[config.mk]
export PLATFORM = sky130hd
export DESIGN_NAME = cam_sensor_emulator
export DESIGN_NICKNAME = d
export VERILOG_FILES = /design/src/rtl/cam_pkg.sv /design/src/rtl/cam_pattern_gen.sv /design/src/rtl/cam_sensor_emulator.sv
export SDC_FILE = /design/constraint.sdc
export NUM_CORES = 1
export LEC_CHECK = 0
export ABC_AREA = 1
export BUFFER_PORTS_ARGS = -buffer_cell sky130_fd_sc_hd__buf_2
export CORE_MARGIN = 10
export CORE_UTILIZATION = 24
export DETAILED_ROUTE_END_ITERATION = 8
export GPL_TIMING_DRIVEN = 0
export SLEW_MARGIN = 30
export SYNTH_ARGS = -nofsm -noshare
export SYNTH_HDL_FRONTEND = slang
export SYNTH_SLANG_ARGS = --single-unit
[constraint.sdc]
create_clock -name pclk -period 5.5 [get_ports pclk]
set_clock_uncertainty 0.15 [all_clocks]
set_input_delay 0.55 -clock pclk [delete_from_list [all_inputs] [get_ports pclk]]
set_output_delay 0.55 -clock pclk [all_outputs]
set_load 0.02 [all_outputs]
[src/rtl/cam_pkg.sv]
// Shared types and constants for the camera sensor emulator.
package cam_pkg;

  typedef enum logic [2:0] {
    S_IDLE,
    S_FV_SETUP,
    S_LINE_ACTIVE,
    S_LINE_BLANK,
    S_FV_HOLD,
    S_FRAME_BLANK
  } state_e;

  localparam logic [1:0] PAT_HRAMP = 2'd0;
  localparam logic [1:0] PAT_VRAMP = 2'd1;
  localparam logic [1:0] PAT_BARS  = 2'd2;
  localparam logic [1:0] PAT_MOVE  = 2'd3;

  localparam int FC_W = 8;

  function automatic int cnt_w(input int n);
    return (n < 2) ? 1 : $clog2(n);
  endfunction

  function automatic int max2(input int a, input int b);
    return (a > b) ? a : b;
  endfunction

endpackage

[src/rtl/cam_pattern_gen.sv]
// Combinational test-pattern pixel generator.
module cam_pattern_gen
  import cam_pkg::*;
#(
  parameter int W  = 10,
  parameter int XW = 10,
  parameter int YW = 9
) (
  input  logic [XW-1:0]   x_i,
  input  logic [YW-1:0]   y_i,
  input  logic [2:0]      bar_i,
  input  logic [FC_W-1:0] fc_i,
  input  logic [1:0]      pat_i,
  output logic [W-1:0]    pix_o
);

  logic [W-1:0] bars;

  always_comb begin
    bars = '0;
    // bar index repeated MSB-first across the word
    for (int i = 0; i < W; i++) begin
      bars[W-1-i] = bar_i[2-(i%3)];
    end
    pix_o = '0;
    unique case (pat_i)
      PAT_HRAMP: pix_o = W'(x_i);
      PAT_VRAMP: pix_o = W'(y_i);
      PAT_BARS:  pix_o = bars;
      PAT_MOVE:  pix_o = W'(x_i) + W'(fc_i);
    endcase
  end

endmodule

[src/rtl/cam_sensor_emulator.sv]
// Parallel camera sensor emulator: FV/LV timing plus test patterns.
module cam_sensor_emulator
  import cam_pkg::*;
#(
  parameter int C_PIXEL_WIDTH = 10,
  parameter int C_H_ACTIVE    = 640,
  parameter int C_H_BLANK     = 32,
  parameter int C_V_ACTIVE    = 480,
  parameter int C_FV_SETUP    = 4,
  parameter int C_FV_HOLD     = 4,
  parameter int C_V_BLANK     = 100
) (
  input  logic                     pclk,
  input  logic                     rst_n,
  input  logic                     enable,
  input  logic [1:0]               pattern_sel,
  output logic [C_PIXEL_WIDTH-1:0] pixel_out,
  output logic                     line_valid_out,
  output logic                     frame_valid_out,
  output logic                     frame_done
);

  localparam int XW = cnt_w(C_H_ACTIVE);
  localparam int YW = cnt_w(C_V_ACTIVE);
  localparam int CW = cnt_w(max2(max2(C_H_BLANK, C_V_BLANK),
                                 max2(C_FV_SETUP, C_FV_HOLD)));

  localparam logic [XW-1:0] X_LAST     = XW'(C_H_ACTIVE - 1);
  localparam logic [YW-1:0] Y_LAST     = YW'(C_V_ACTIVE - 1);
  localparam logic [CW-1:0] SETUP_LAST = CW'(C_FV_SETUP - 1);
  localparam logic [CW-1:0] HB_LAST    = CW'(C_H_BLANK - 1);
  localparam logic [CW-1:0] HOLD_LAST  = CW'(C_FV_HOLD - 1);
  localparam logic [CW-1:0] VB_LAST    = CW'(C_V_BLANK - 1);

  state_e                   state_q, state_d;
  logic [CW-1:0]            cnt_q, cnt_d;
  logic [XW-1:0]            x_q, x_d;
  logic [YW-1:0]            y_q, y_d;
  logic [2:0]               bar_q, bar_d;
  logic [XW-1:0]            acc_q, acc_d;
  logic [FC_W-1:0]          fc_q, fc_d;
  logic [1:0]               pat_q, pat_d;
  logic [2:0]               bar_nx;
  logic [XW-1:0]            acc_nx;
  logic [C_PIXEL_WIDTH-1:0] pix_nx;
  logic [C_PIXEL_WIDTH-1:0] pix_q;
  logic                     lv_q, fv_q, done_q;

  // acc tracks x*8 mod H, bar tracks x*8 div H
  always_comb begin
    acc_nx = acc_q;
    bar_nx = bar_q;
    for (int k = 0; k < 8; k++) begin
      if (acc_nx == X_LAST) begin
        acc_nx = '0;
        bar_nx = bar_nx + 3'd1;
      end else begin
        acc_nx = acc_nx + XW'(1);
      end
    end
  end

  always_comb begin
    state_d = state_q;
    cnt_d   = cnt_q + CW'(1);
    x_d     = x_q;
    y_d     = y_q;
    bar_d   = bar_q;
    acc_d   = acc_q;
    fc_d    = fc_q;
    pat_d   = pat_q;
    unique case (state_q)
      S_IDLE: begin
        cnt_d = '0;
        if (enable) begin
          state_d = S_FV_SETUP;
          pat_d   = pattern_sel;
        end
      end
      S_FV_SETUP: begin
        if (cnt_q == SETUP_LAST) begin
          state_d = S_LINE_ACTIVE;
          cnt_d   = '0;
          x_d     = '0;
          y_d     = '0;
          bar_d   = '0;
          acc_d   = '0;
        end
      end
      S_LINE_ACTIVE: begin
        cnt_d = '0;
        if (x_q == X_LAST) begin
          state_d = (y_q == Y_LAST) ? S_FV_HOLD : S_LINE_BLANK;
        end else begin
          x_d   = x_q + XW'(1);
          bar_d = bar_nx;
          acc_d = acc_nx;
        end
      end
      S_LINE_BLANK: begin
        if (cnt_q == HB_LAST) begin
          state_d = S_LINE_ACTIVE;
          cnt_d   = '0;
          x_d     = '0;
          y_d     = y_q + YW'(1);
          bar_d   = '0;
          acc_d   = '0;
        end
      end
      S_FV_HOLD: begin
        if (cnt_q == HOLD_LAST) begin
          state_d = S_FRAME_BLANK;
          cnt_d   = '0;
          fc_d    = fc_q + 8'd1;
        end
      end
      S_FRAME_BLANK: begin
        if (cnt_q == VB_LAST) begin
          cnt_d = '0;
          if (enable) begin
            state_d = S_FV_SETUP;
            pat_d   = pattern_sel;
          end else begin
            state_d = S_IDLE;
          end
        end
      end
      default: state_d = S_IDLE;
    endcase
  end

  cam_pattern_gen #(
    .W  (C_PIXEL_WIDTH),
    .XW (XW),
    .YW (YW)
  ) u_pat (
    .x_i   (x_d),
    .y_i   (y_d),
    .bar_i (bar_d),
    .fc_i  (fc_d),
    .pat_i (pat_d),
    .pix_o (pix_nx)
  );

  // outputs are registered from next-state so they align with state_q
  always_ff @(posedge pclk or negedge rst_n) begin
    if (!rst_n) begin
      state_q <= S_IDLE;
      cnt_q   <= '0;
      x_q     <= '0;
      y_q     <= '0;
      bar_q   <= '0;
      acc_q   <= '0;
      fc_q    <= '0;
      pat_q   <= PAT_HRAMP;
      pix_q   <= '0;
      lv_q    <= 1'b0;
      fv_q    <= 1'b0;
      done_q  <= 1'b0;
    end else begin
      state_q <= state_d;
      cnt_q   <= cnt_d;
      x_q     <= x_d;
      y_q     <= y_d;
      bar_q   <= bar_d;
      acc_q   <= acc_d;
      fc_q    <= fc_d;
      pat_q   <= pat_d;
      pix_q   <= (state_d == S_LINE_ACTIVE) ? pix_nx : '0;
      lv_q    <= (state_d == S_LINE_ACTIVE);
      fv_q    <= (state_d != S_IDLE) && (state_d != S_FRAME_BLANK);
      done_q  <= (state_q == S_FV_HOLD) && (state_d == S_FRAME_BLANK);
    end
  end

  assign pixel_out       = pix_q;
  assign line_valid_out  = lv_q;
  assign frame_valid_out = fv_q;
  assign frame_done      = done_q;

endmodule

---- Word level (Yosys, flattened, before mapping) ----
Index checks and enable logic that the tools add are counted.
storage, ports and cells
  register bits ........................... 65
  bits in latches ......................... 0
  RAM bits ................................ 0
  bits in read-only memories .............. 0
  input bits .............................. 5
  output and inout port bits .............. 13
  word-level logic and storage cells ...... 120
  memories kept ........................... 0
operators by class
  add/subtract/negate cells ............... 21
  multiply operators ...................... 0
  divide/modulo/power cells ............... 0
  $lt $le $gt $ge ......................... 0
  equal/unequal tests ..................... 27
  shifts and indexed selects .............. 0
  multiplexer cells ....................... 51
  bitwise logic cells ..................... 0
  reduce and logical (&&, ||, !) cells .... 9
operator list
  operator                                                               count
  10-bit two-way mux                                                     15
  10-bit by 1-bit adder with 10-bit output, second input constant        9
  10-bit equality test, second input constant                            9
  10-bit one-hot mux with 3 select lines                                 2
  3-bit two-way mux                                                      18
  10-bit one-hot mux with 4 select lines                                 1
  7-bit one-hot mux with 4 select lines                                  1
  3-bit by 1-bit adder with 3-bit output, second input constant          8
  7-bit two-way mux                                                      3
  9-bit two-way mux                                                      2
  3-bit one-hot mux with 6 select lines                                  1
  9-bit one-hot mux with 2 select lines                                  1
  8-bit two-way mux                                                      2
  10-bit by 8-bit adder with 10-bit output                               1
  9-bit by 1-bit adder with 9-bit output, second input constant          1
  3-bit by 2-bit equality test with 1-bit output, second input constant  3
  3-bit equality test, second input constant                             3
  9-bit equality test, second input constant                             1
  3-bit one-hot mux with 3 select lines                                  1
  8-bit by 1-bit adder with 8-bit output, second input constant          1
  7-bit by 1-bit adder with 7-bit output, second input constant          1
  7-bit by 2-bit equality test with 1-bit output, second input constant  1
  7-bit by 5-bit equality test with 1-bit output, second input constant  1
  7-bit equality test, second input constant                             1
  other kinds (14)                                                       21

---- Logic depth before layout (Yosys ltp) ----
Gate-level depths: netlist of the first run.
  depth in word-level cells ............... 20
  gate-level depth with buffers ........... 46
  mapped depth without buffers ............ 45

---- Hierarchy ----
Synthesis of the first run repeated with hierarchy kept, for this count alone.
unflattened totals
  cells, all modules ...................... 1020
  area total of the unflattened synthesis .. 6582.6 um2
modules (own cells, without submodules)
  module               instances  cells an instance  area an instance (um2)  sequential area each (um2)
  cam_sensor_emulator  1          877                5871.9                  1626.6
  cam_pattern_gen      1          143                710.7                   0.0

---- Least setup slack after synthesis of the first run ----
OpenSTA, ideal clock, no wires.
  path kind ............................... register to register
  from .................................... reg acc_q[0]
  to ...................................... reg pix_q[8] (netlist: pixel_out[8])
  library setup time ...................... 0.126 ns
  arrival ................................. 4.970 ns
  data required time ...................... 5.224 ns
  path slack .............................. 0.254 ns
  cell stages (with the launch flop) ...... 39
  path buffers ............................ 2
  clock period less this slack ............ 5.246 ns
  cells stage by stage .................... dfrtp_1 > ha_1 > nand3_1 > inv_2 > nand3_2 > nand2_1 > ha_1 > inv_1 > nor2_1 > nand4_4 > nor2_4 > nand2_4 > buf_8 > nand2_1 > ha_1 > inv_1 > nor2_1 > nand3_2 > (+3 left out) > inv_2 > nor2_1 > clkinv_1 > ha_1 > inv_1 > nor2_1 > nand4_2 > nor2_4 > nand2_8 > xor2_1 > inv_1 > ha_1 > nand3_1 > nand3_1 > nand2_1 > nand2_2 > nand2_2 > a21oi_1
on the way
  word-level cells in the longest chain between the ends .. 20
  elaborated cells between the ends (all ways) .. 41
  those cells by class .................... add/sub (14); eq/ne (8); mux (19)
RTL lines
  item                                                                              line                                                  text
  start: declaration                                                                cam_sensor_emulator.sv:40                             logic [XW-1:0] acc_q, acc_d;
  start signal: assignment                                                          cam_sensor_emulator.sv:153                            acc_q <= '0;
  start signal: assignment                                                          cam_sensor_emulator.sv:166                            acc_q <= acc_d;
  10-bit by 1-bit adder with 10-bit output or 10-bit equality test (tied branches)  cam_sensor_emulator.sv:58, cam_sensor_emulator.sv:54
  10-bit two-way mux or 3-bit two-way mux (tied branches)                           cam_sensor_emulator.sv:54                             if (acc_nx == X_LAST) begin
  10-bit by 1-bit adder with 10-bit output (tied with other cells)                  cam_sensor_emulator.sv:58                             acc_nx = acc_nx + XW'(1);
  10-bit two-way mux or 3-bit two-way mux (tied branches)                           cam_sensor_emulator.sv:54
  10-bit by 1-bit adder with 10-bit output (tied with other cells)                  cam_sensor_emulator.sv:58
  10-bit two-way mux or 3-bit two-way mux (tied branches)                           cam_sensor_emulator.sv:54
  10-bit by 1-bit adder with 10-bit output (tied with other cells)                  cam_sensor_emulator.sv:58
  10-bit two-way mux or 3-bit two-way mux (tied branches)                           cam_sensor_emulator.sv:54
  (+5 left out)                                                                     -
  10-bit two-way mux or 3-bit two-way mux (tied branches)                           cam_sensor_emulator.sv:54
  10-bit equality test or 3-bit by 1-bit adder with 3-bit output (tied branches)    cam_sensor_emulator.sv:54, cam_sensor_emulator.sv:56
  3-bit two-way mux (*)                                                             cam_sensor_emulator.sv:54
  3-bit two-way mux (*)                                                             cam_sensor_emulator.sv:92                             if (x_q == X_LAST) begin
  3-bit one-hot mux with 3 select lines (*)                                         cam_sensor_emulator.sv:72                             unique case (state_q)
  via bar_d[1]                                                                      cam_sensor_emulator.sv:39                             logic [2:0] bar_q, bar_d;
  10-bit one-hot mux with 4 select lines (*)                                        cam_pattern_gen.sv:26                                 unique case (pat_i)
  10-bit two-way mux (*)                                                            cam_sensor_emulator.sv:169                            pix_q <= (state_d == S_LINE_ACTIVE) ? pix_nx : '0;
  end signal: assignment                                                            cam_sensor_emulator.sv:169
  end: declaration                                                                  cam_sensor_emulator.sv:46                             logic [C_PIXEL_WIDTH-1:0] pix_q;
Mark *: on every way through the listed nets, which the timed path passes. The rest lies on a longest branch.
A chain may end at the register's enable or synchronous reset.

---- Final worst setup path of the first run ----
  from .................................... reg acc_q[0]
  to ...................................... reg pix_q[6] (netlist: pixel_out[6])
The elaborated chain is that of the path after synthesis.

==> run_results.csv, run 1 <==
group,metric,value,unit
outcome,outcome,"finished with violations",
outcome,violations,"negative hold slack",
logic_synthesis,synth_edf_count,0,
timing,fmax,188.3,MHz
logic_synthesis,synthTopCellsByArea,"dfrtp_1, nand2_1, inv_1",
cts,cts-hold-fix-buffers,0,
pwr,combPwrFrac,1.1,%
logic_synthesis,synth_flop_cell,"dfrtp_1",
global_routing,track_usage,8.941,%
timing,slew_viol_final,0,
setup_path,critPathKind,"reg2reg",
logic_synthesis,synth_mux_area_share,0.3569,%
logic_synthesis,synthesis.nets,943,
global_routing,grt_antenna_before_repair,0,
logic_synthesis,syn_avg_cell_area,6.941,um^2
pwr,p_sw,223.9,uW
setup_path,cp.arrival,5.41,ns
setup_path,cp-end-kind,"register",
logic_synthesis,synth_compound_area_share,10.77,%
global_routing,grt_overflow,0,
place,place_congestion,0.8265,
logic_synthesis,ys_seq_area_share,25.78,%
timing,rsz0062_at_grt,"true",
pwr,powerDensity,131.0,nW/um^2
routing,avgViaCountPerCell,4.475,
pwr,swShare,20.07,%
logic_synthesis,synth_top_family_by_area,"simple AND/OR/NAND/NOR gates",
global_routing,grt_pass1_wl,25650,um
logic_synthesis,synthXorXnorAreaFrac,5.770,%
cells_and_area,drive_gt1_share,32.36,%
setup_path,reg2regPathDepth,34,
logic_synthesis,syn-cell-area,6310,um^2
routing,wire_per_inst,12.24,um
setup_path,path_common_cell,"nand2_2",
cts,cts_buffer_depth,2,
global_routing,grt_max_degree,37,
worst_hold_path,hold_path.class,"in2async",
logic_synthesis,synthCells,909,
routing,routed_wl,16320,um
cts,cts_tree,"yes",
logic_synthesis,synthSimpleGateAreaFrac,40.51,%
routing,routed.top_layer,"met4",
die,rows,59,
pwr,pwr-share-clk,56.0,%
logic_synthesis,synth_top_area_cell,"dfrtp_1",
pwr,leakage,4.001,nW
timing,worst_hold_slack,-0.0006191,ns
logic_synthesis,ys_types,55,
timing,tightest_slew,0.8149,ns
die,initial_core_util,24.28,%
routing,m1WireLength,7541,um
run,drv_cap,0,
routing,drc,0,
logic_synthesis,synth_top_area_share,25.78,%
setup_path,cpPeakStageDelay,0.42,ns
cts,htreeDepth,3,
timing,relSlewSlack,45.10,%
timing,finalSetupViolations,0,
setup_path,cp_slowest_cell,"dfrtp_2",
pwr,pwr-share-seq,42.9,%
die,die_h,182.1,um
cells_and_area,area_growth,34.96,%
cts,clkTransAtPathRegs,0.06,ns
cells_and_area,antenna_cells,0,
logic_synthesis,synthAdderAreaFrac,5.870,%
routing,wl_met2,8321,um
routing,first_pass_iters,4,
place,hpwl,11890,um
cells_and_area,fillers,2694,
cts,root_buffer,"clkbuf_16",
routing,vias,5965,
logic_synthesis,async_flop_share,100.0,%
setup_path,start_kind,"register",
timing,finalHoldViolCount,2,
die,ioPinCount,18,
die,dieArea,33180,um^2
routing,wl_met3,296,um
global_routing,grt_pass1_vias,5533,
logic_synthesis,yosysWarnings,0,
logic_synthesis,synth_seq_cells,65,
cts,cts_buffers,9,
pwr,vdd_drop_max,0.1348,mV
place,portBuffers,17,
place,place_area,6837,um^2
cts,insertion_delay,0.33,ns
timing,min_period_over_period,96.58,%
setup_path,cp_max_fo,8,
die,core_area,25980,um^2
die,dieWidth,182.1,um
timing,min_period,5.312,ns
setup_path,required,5.60,ns
cells_and_area,num-nets-final,1027,
pwr,internal-power,891.5,uW
routing,final_antenna_net_count,0,
cts,cts.sinks,65,
routing,drt_iter0_drc,288,
pwr,finalPower,1.115,mW
cells_and_area,fin_area,8516,um^2
==> sequential cells by signal, indices dropped and copies added (netlist names) <==
signal,count
acc_q,10
bar_q,3
cnt_q,7
fc_q,8
frame_done,1
frame_valid_out,1
line_valid_out,1
pat_q,2
pixel_out,10
state_q,3
x_q,10
y_q,9
==> power groups by stage <==
stage	Combinational, mW	Sequential, mW	Clock, mW
after global placement	0.0112	0.487	0
after detailed placement	0.0133	0.487	0
after floorplan	0.00000637	0.487	0
after CTS	0.0133	0.478	0.641
after global routing	0.0145	0.478	0.661
final	0.0123	0.478	0.625
==> cells by family after synthesis <==
| logic type | Yosys count |
|---|---|
| muxes | 2 |
| AOI/OAI and AO/OA | 117 |
| buffers and inverters | 168 |
| and+or+nand+nor | 489 |
| xor gates and xnor gates | 39 |
| adders and majority gates | 29 |
| DFF | 65 |
==> layout make-up <==
class	instances	area, um^2	area share [%]
plain buffers	8	106.4	1.249
inverters	160	610.6	7.170
flip-flops and latches	65	1630	19.14
clock buffers	10	239.0	2.806
well taps	335	419.2	4.922
clock inverters	6	90.09	1.058
multi-input cells	676	4780	56.13
repair buffers	73	640.6	7.523
==> critical path: cells and delay by family, from the launching register on <==
| kind | cells | cell delay, ns |
|---|---|---|
| AND/OR/NAND/NOR | 23 | 2.41 |
| multiplexers | 1 | 0.28 |
| AO/OA/AOI/OAI | 2 | 0.37 |
| buffers and inverters | 2 | 0.27 |
| flip-flops | 1 | 0.42 |
| adder cells (fa/ha/maj) | 6 | 1.32 |
==> placed cells by master, fill, tap and decap left out, types with 9 or more instances in the layout <==
| cell type | Yosys | routed |
|---|---|---|
| nor2_4 | 12 | 29 |
| inv_1 | 136 | 129 |
| buf_2 | 0 | 16 |
| nand2_2 | 23 | 34 |
| nand2_4 | 5 | 17 |
| nor2_2 | 13 | 24 |
| nand3_2 | 15 | 13 |
| clkbuf_16 | 0 | 12 |
| nand3_1 | 67 | 57 |
| xor2_1 | 22 | 17 |
| ha_1 | 28 | 19 |
| inv_2 | 18 | 26 |
| nand2_1 | 193 | 169 |
| nand4_1 | 15 | 15 |
| dfrtp_1 | 65 | 62 |
| a21oi_2 | 5 | 9 |
| nand3_4 | 7 | 19 |
| a21oi_1 | 24 | 19 |
| nor2_1 | 105 | 77 |
| nor3_1 | 12 | 11 |
| buf_6 | 2 | 9 |
| o21ai_0 | 45 | 45 |
| buf_4 | 1 | 43 |
==> layer usage <==
metal | vias up | GRT usage [%]
met5 | - | 0
met4 | 0 | 2.766
met3 | 10 | 1.009
met2 | 57 | 15.41
met1 | 2792 | 11.38
li1 | 3106 | -
==> final timing paths <==
path	slack, ns	to	from
min in group pclk	0.33	fc_q[7]$_DFF_PN0_	fc_q[7]$_DFF_PN0_
max in group asynchronous	4.66	acc_q[3]$_DFFE_PN0P_	rst_n
hold / removal	-0.0006	pixel_out[3]$_DFF_PN0_	rst_n
setup / recovery	0.19	pixel_out[6]$_DFF_PN0_	acc_q[0]$_DFFE_PN0P_
hold reg to reg	0.33	fc_q[7]$_DFF_PN0_	fc_q[7]$_DFF_PN0_
setup reg to reg	0.19	pixel_out[6]$_DFF_PN0_	acc_q[0]$_DFFE_PN0P_
==> cells in the mapped netlist (all sizes together) (3+ instances only) <==
| library cell | instances |
|---|---|
| o211ai | 5 |
| clkinv | 5 |
| nand3 | 89 |
| nor4 | 4 |
| o21bai | 3 |
| a21oi | 29 |
| o32ai | 3 |
| xor2 | 24 |
| o21ai | 60 |
| inv | 155 |
| dfrtp | 65 |
| buf | 6 |
| a211oi | 3 |
| nor3 | 16 |
| o22ai | 5 |
| ha | 28 |
| a31oi | 4 |
| nand2 | 222 |
| nand3b | 3 |
| nand4 | 21 |
| xnor2 | 15 |
| nor2 | 131 |
==> per-stage QoR <==
| step | std cells | TNS (ns) | utilization [%] | worst slack [ns] |
|---|---|---|---|---|
| global route | 1333 | -1.328 | 32.77 | -0.1225 |
| finish | 1333 | 0 | 32.77 | 0.1882 |
| global placement | 1261 | -8.633 | 26.22 | -0.6556 |
| floorplan | 909 | 0 | - | 0.2536 |
| CTS | 1295 | 0 | 28.91 | 0.005173 |
| detailed placement | 1262 | -9.548 | 26.31 | -0.6730 |
==> what timing repair did <==
item / CTS / global route
cloned: 0 / 3
endpoints found under the setup margin: 23 / 23
resized for setup: 41 / 142
hold endpoints to repair: 0 / 0
pin swaps: 19 / 73
setup buffers: 17 / 35
No activity file was read; power rests on OpenSTA's default activity.
==> run 2: changes to the inputs <==
- CTS_BUF_LIST: not set -> sky130_fd_sc_hd__clkbuf_16
==> run_results.csv, run 2 (synthesized netlist as in run 1, its figures left out) <==
group,metric,value,unit
cells_and_area,final_util,32.86,%
die,dieWidth,182.1,um
cells_and_area,drive_gt1_share,32.26,%
timing,tightest_slew,0.7754,ns
setup_path,path_common_cell,"nand2_4",
run,drv_cap,0,
cells_and_area,num-nets-final,1027,
setup_path,cp.arrival,5.41,ns
die,rows,59,
global_routing,grt_max_degree,37,
timing,rsz0062_at_grt,"true",
place,place_area,6837,um^2
pwr,pwr-share-clk,55.4,%
timing,fmax,188.3,MHz
pwr,swShare,20.29,%
pwr,p_sw,223.3,uW
timing,setup_ws,0.1881,ns
global_routing,grt_overflow,0,
global_routing,grt_pass1_wl,25650,um
cts,cts_buffer_depth,2,
setup_path,cp_max_fo,8,
cts,insertion_delay,0.32,ns
cells_and_area,layout.cells.non_filler,1333,
pwr,combPwrFrac,1.1,%
pwr,pwr-share-seq,43.5,%
pwr,finalPower,1.101,mW
global_routing,grt_antenna_before_repair,0,
worst_hold_path,hold_path.class,"in2async",
timing,relSlewSlack,47.76,%
setup_path,cpPeakStageDelay,0.45,ns
place,dp.cells,1262,
cts,root_buffer,"clkbuf_16",
cells_and_area,final_common_cell,"nand2_1",
routing,vias,5988,
cells_and_area,fin_area,8539,um^2
routing,drc,0,
cells_and_area,fillers,2695,
place,hpwl,11890,um
timing,worst_hold_slack,0.001066,ns
cells_and_area,seqCellArea,1630,um^2
global_routing,grt_pass1_vias,5533,
cells_and_area,antenna_cells,0,
routing,final_antenna_net_count,0,
die,ioPinCount,18,
pwr,internal-power,877.5,uW
die,initial_core_util,24.28,%
routing,first_pass_iters,5,
place,dpl_worst_slack,-0.6730,ns
timing,min_period_over_period,96.58,%
setup_path,critPathKind,"reg2reg",
pwr,leakage,4.001,nW
cts,clkTransAtPathRegs,0.06,ns
routing,drt_iter0_drc,290,
routing,avgViaCountPerCell,4.492,
cells_and_area,most-common-layout-cells,"nand2_1, inv_1, nor2_1, dfrtp_1, nand3_1",
die,core_area,25980,um^2
pwr,vdd_drop_max,0.1348,mV
setup_path,required,5.60,ns
pwr,powerDensity,128.9,nW/um^2
cts,htreeDepth,3,
routing,wire_per_inst,12.28,um
cts,cts_buffers,9,
timing,finalHoldViolCount,0,
cells_and_area,multi_input_area,4795,um^2
timing,setup_tns,0,ns
global_routing,track_usage,8.941,%
cts,cts_tree,"yes",
timing,slew_viol_final,0,
die,dieArea,33180,um^2
cells_and_area,area_growth,35.34,%
timing,min_period,5.312,ns
cts,cts.sinks,65,
setup_path,cp-end-kind,"register",
outcome,outcome,"completed",
place,portBuffers,17,
setup_path,cp_slowest_cell,"dfrtp_2",
timing,finalSetupViolations,0,
routing,routed_wl,16370,um
die,die_h,182.1,um
place,place_congestion,0.8265,
setup_path,start_kind,"register",
==> run 2: final timing paths <==
kind,slack [ns],cells past startpoint,end,startpoint
max in group asynchronous,4.66,2,acc_q[3]$_DFFE_PN0P_,rst_n
worst min register to register,0.33,1,fc_q[7]$_DFF_PN0_,fc_q[7]$_DFF_PN0_
worst max register to register,0.19,35,pixel_out[6]$_DFF_PN0_,acc_q[0]$_DFFE_PN0P_
worst min-delay path,0.001,1,pixel_out[3]$_DFF_PN0_,rst_n
worst max-delay path,0.19,35,pixel_out[6]$_DFF_PN0_,acc_q[0]$_DFFE_PN0P_
min in group pclk,0.33,1,fc_q[7]$_DFF_PN0_,fc_q[7]$_DFF_PN0_
==> run 2: routing by layer <==
layer | vias to the layer above | global-route usage, % | routed length [um]
met5 | - | 0 | 0
met4 | 0 | 2.766 | 229
met3 | 18 | 1.009 | 310
met2 | 72 | 15.41 | 8332
met1 | 2793 | 11.38 | 7492
li1 | 3105 | - | -
==> run 2: worst max-delay path: cells and delay by family, from the launching register on <==
family	cells	cell delay, ns
simple gates	23	2.18
fa+ha+maj	5	1.16
buf+inv	4	0.56
flops	1	0.45
compound gates	2	0.37
mux	1	0.34
==> run 2: cell type report <==
| cell class | count | share of cell area [%] |
|---|---|---|
| buffer | 8 | 1.245 |
| clock buffer | 9 | 2.637 |
| clock inverter | 7 | 1.099 |
| inverter | 160 | 7.179 |
| multi-input combinational | 676 | 56.15 |
| sequential | 65 | 19.09 |
| tap | 335 | 4.908 |
| timing repair buffer | 73 | 7.692 |
==> run 2: power by group through the flow <==
stage	combinational, mW	clock, mW	sequential (mW)
after floorplan	0.00000637	0	0.487
after global placement	0.0112	0	0.487
after detailed placement	0.0133	0	0.487
final	0.0123	0.610	0.478
after global routing	0.0145	0.646	0.478
after CTS	0.0133	0.627	0.478
==> run 2: timing repair <==
action,CTS,global route
hold buffers,0,0
gates cloned,0,3
gates resized for setup,41,145
endpoints found under the setup margin,23,23
pin swaps,19,70
buffers inserted,17,35
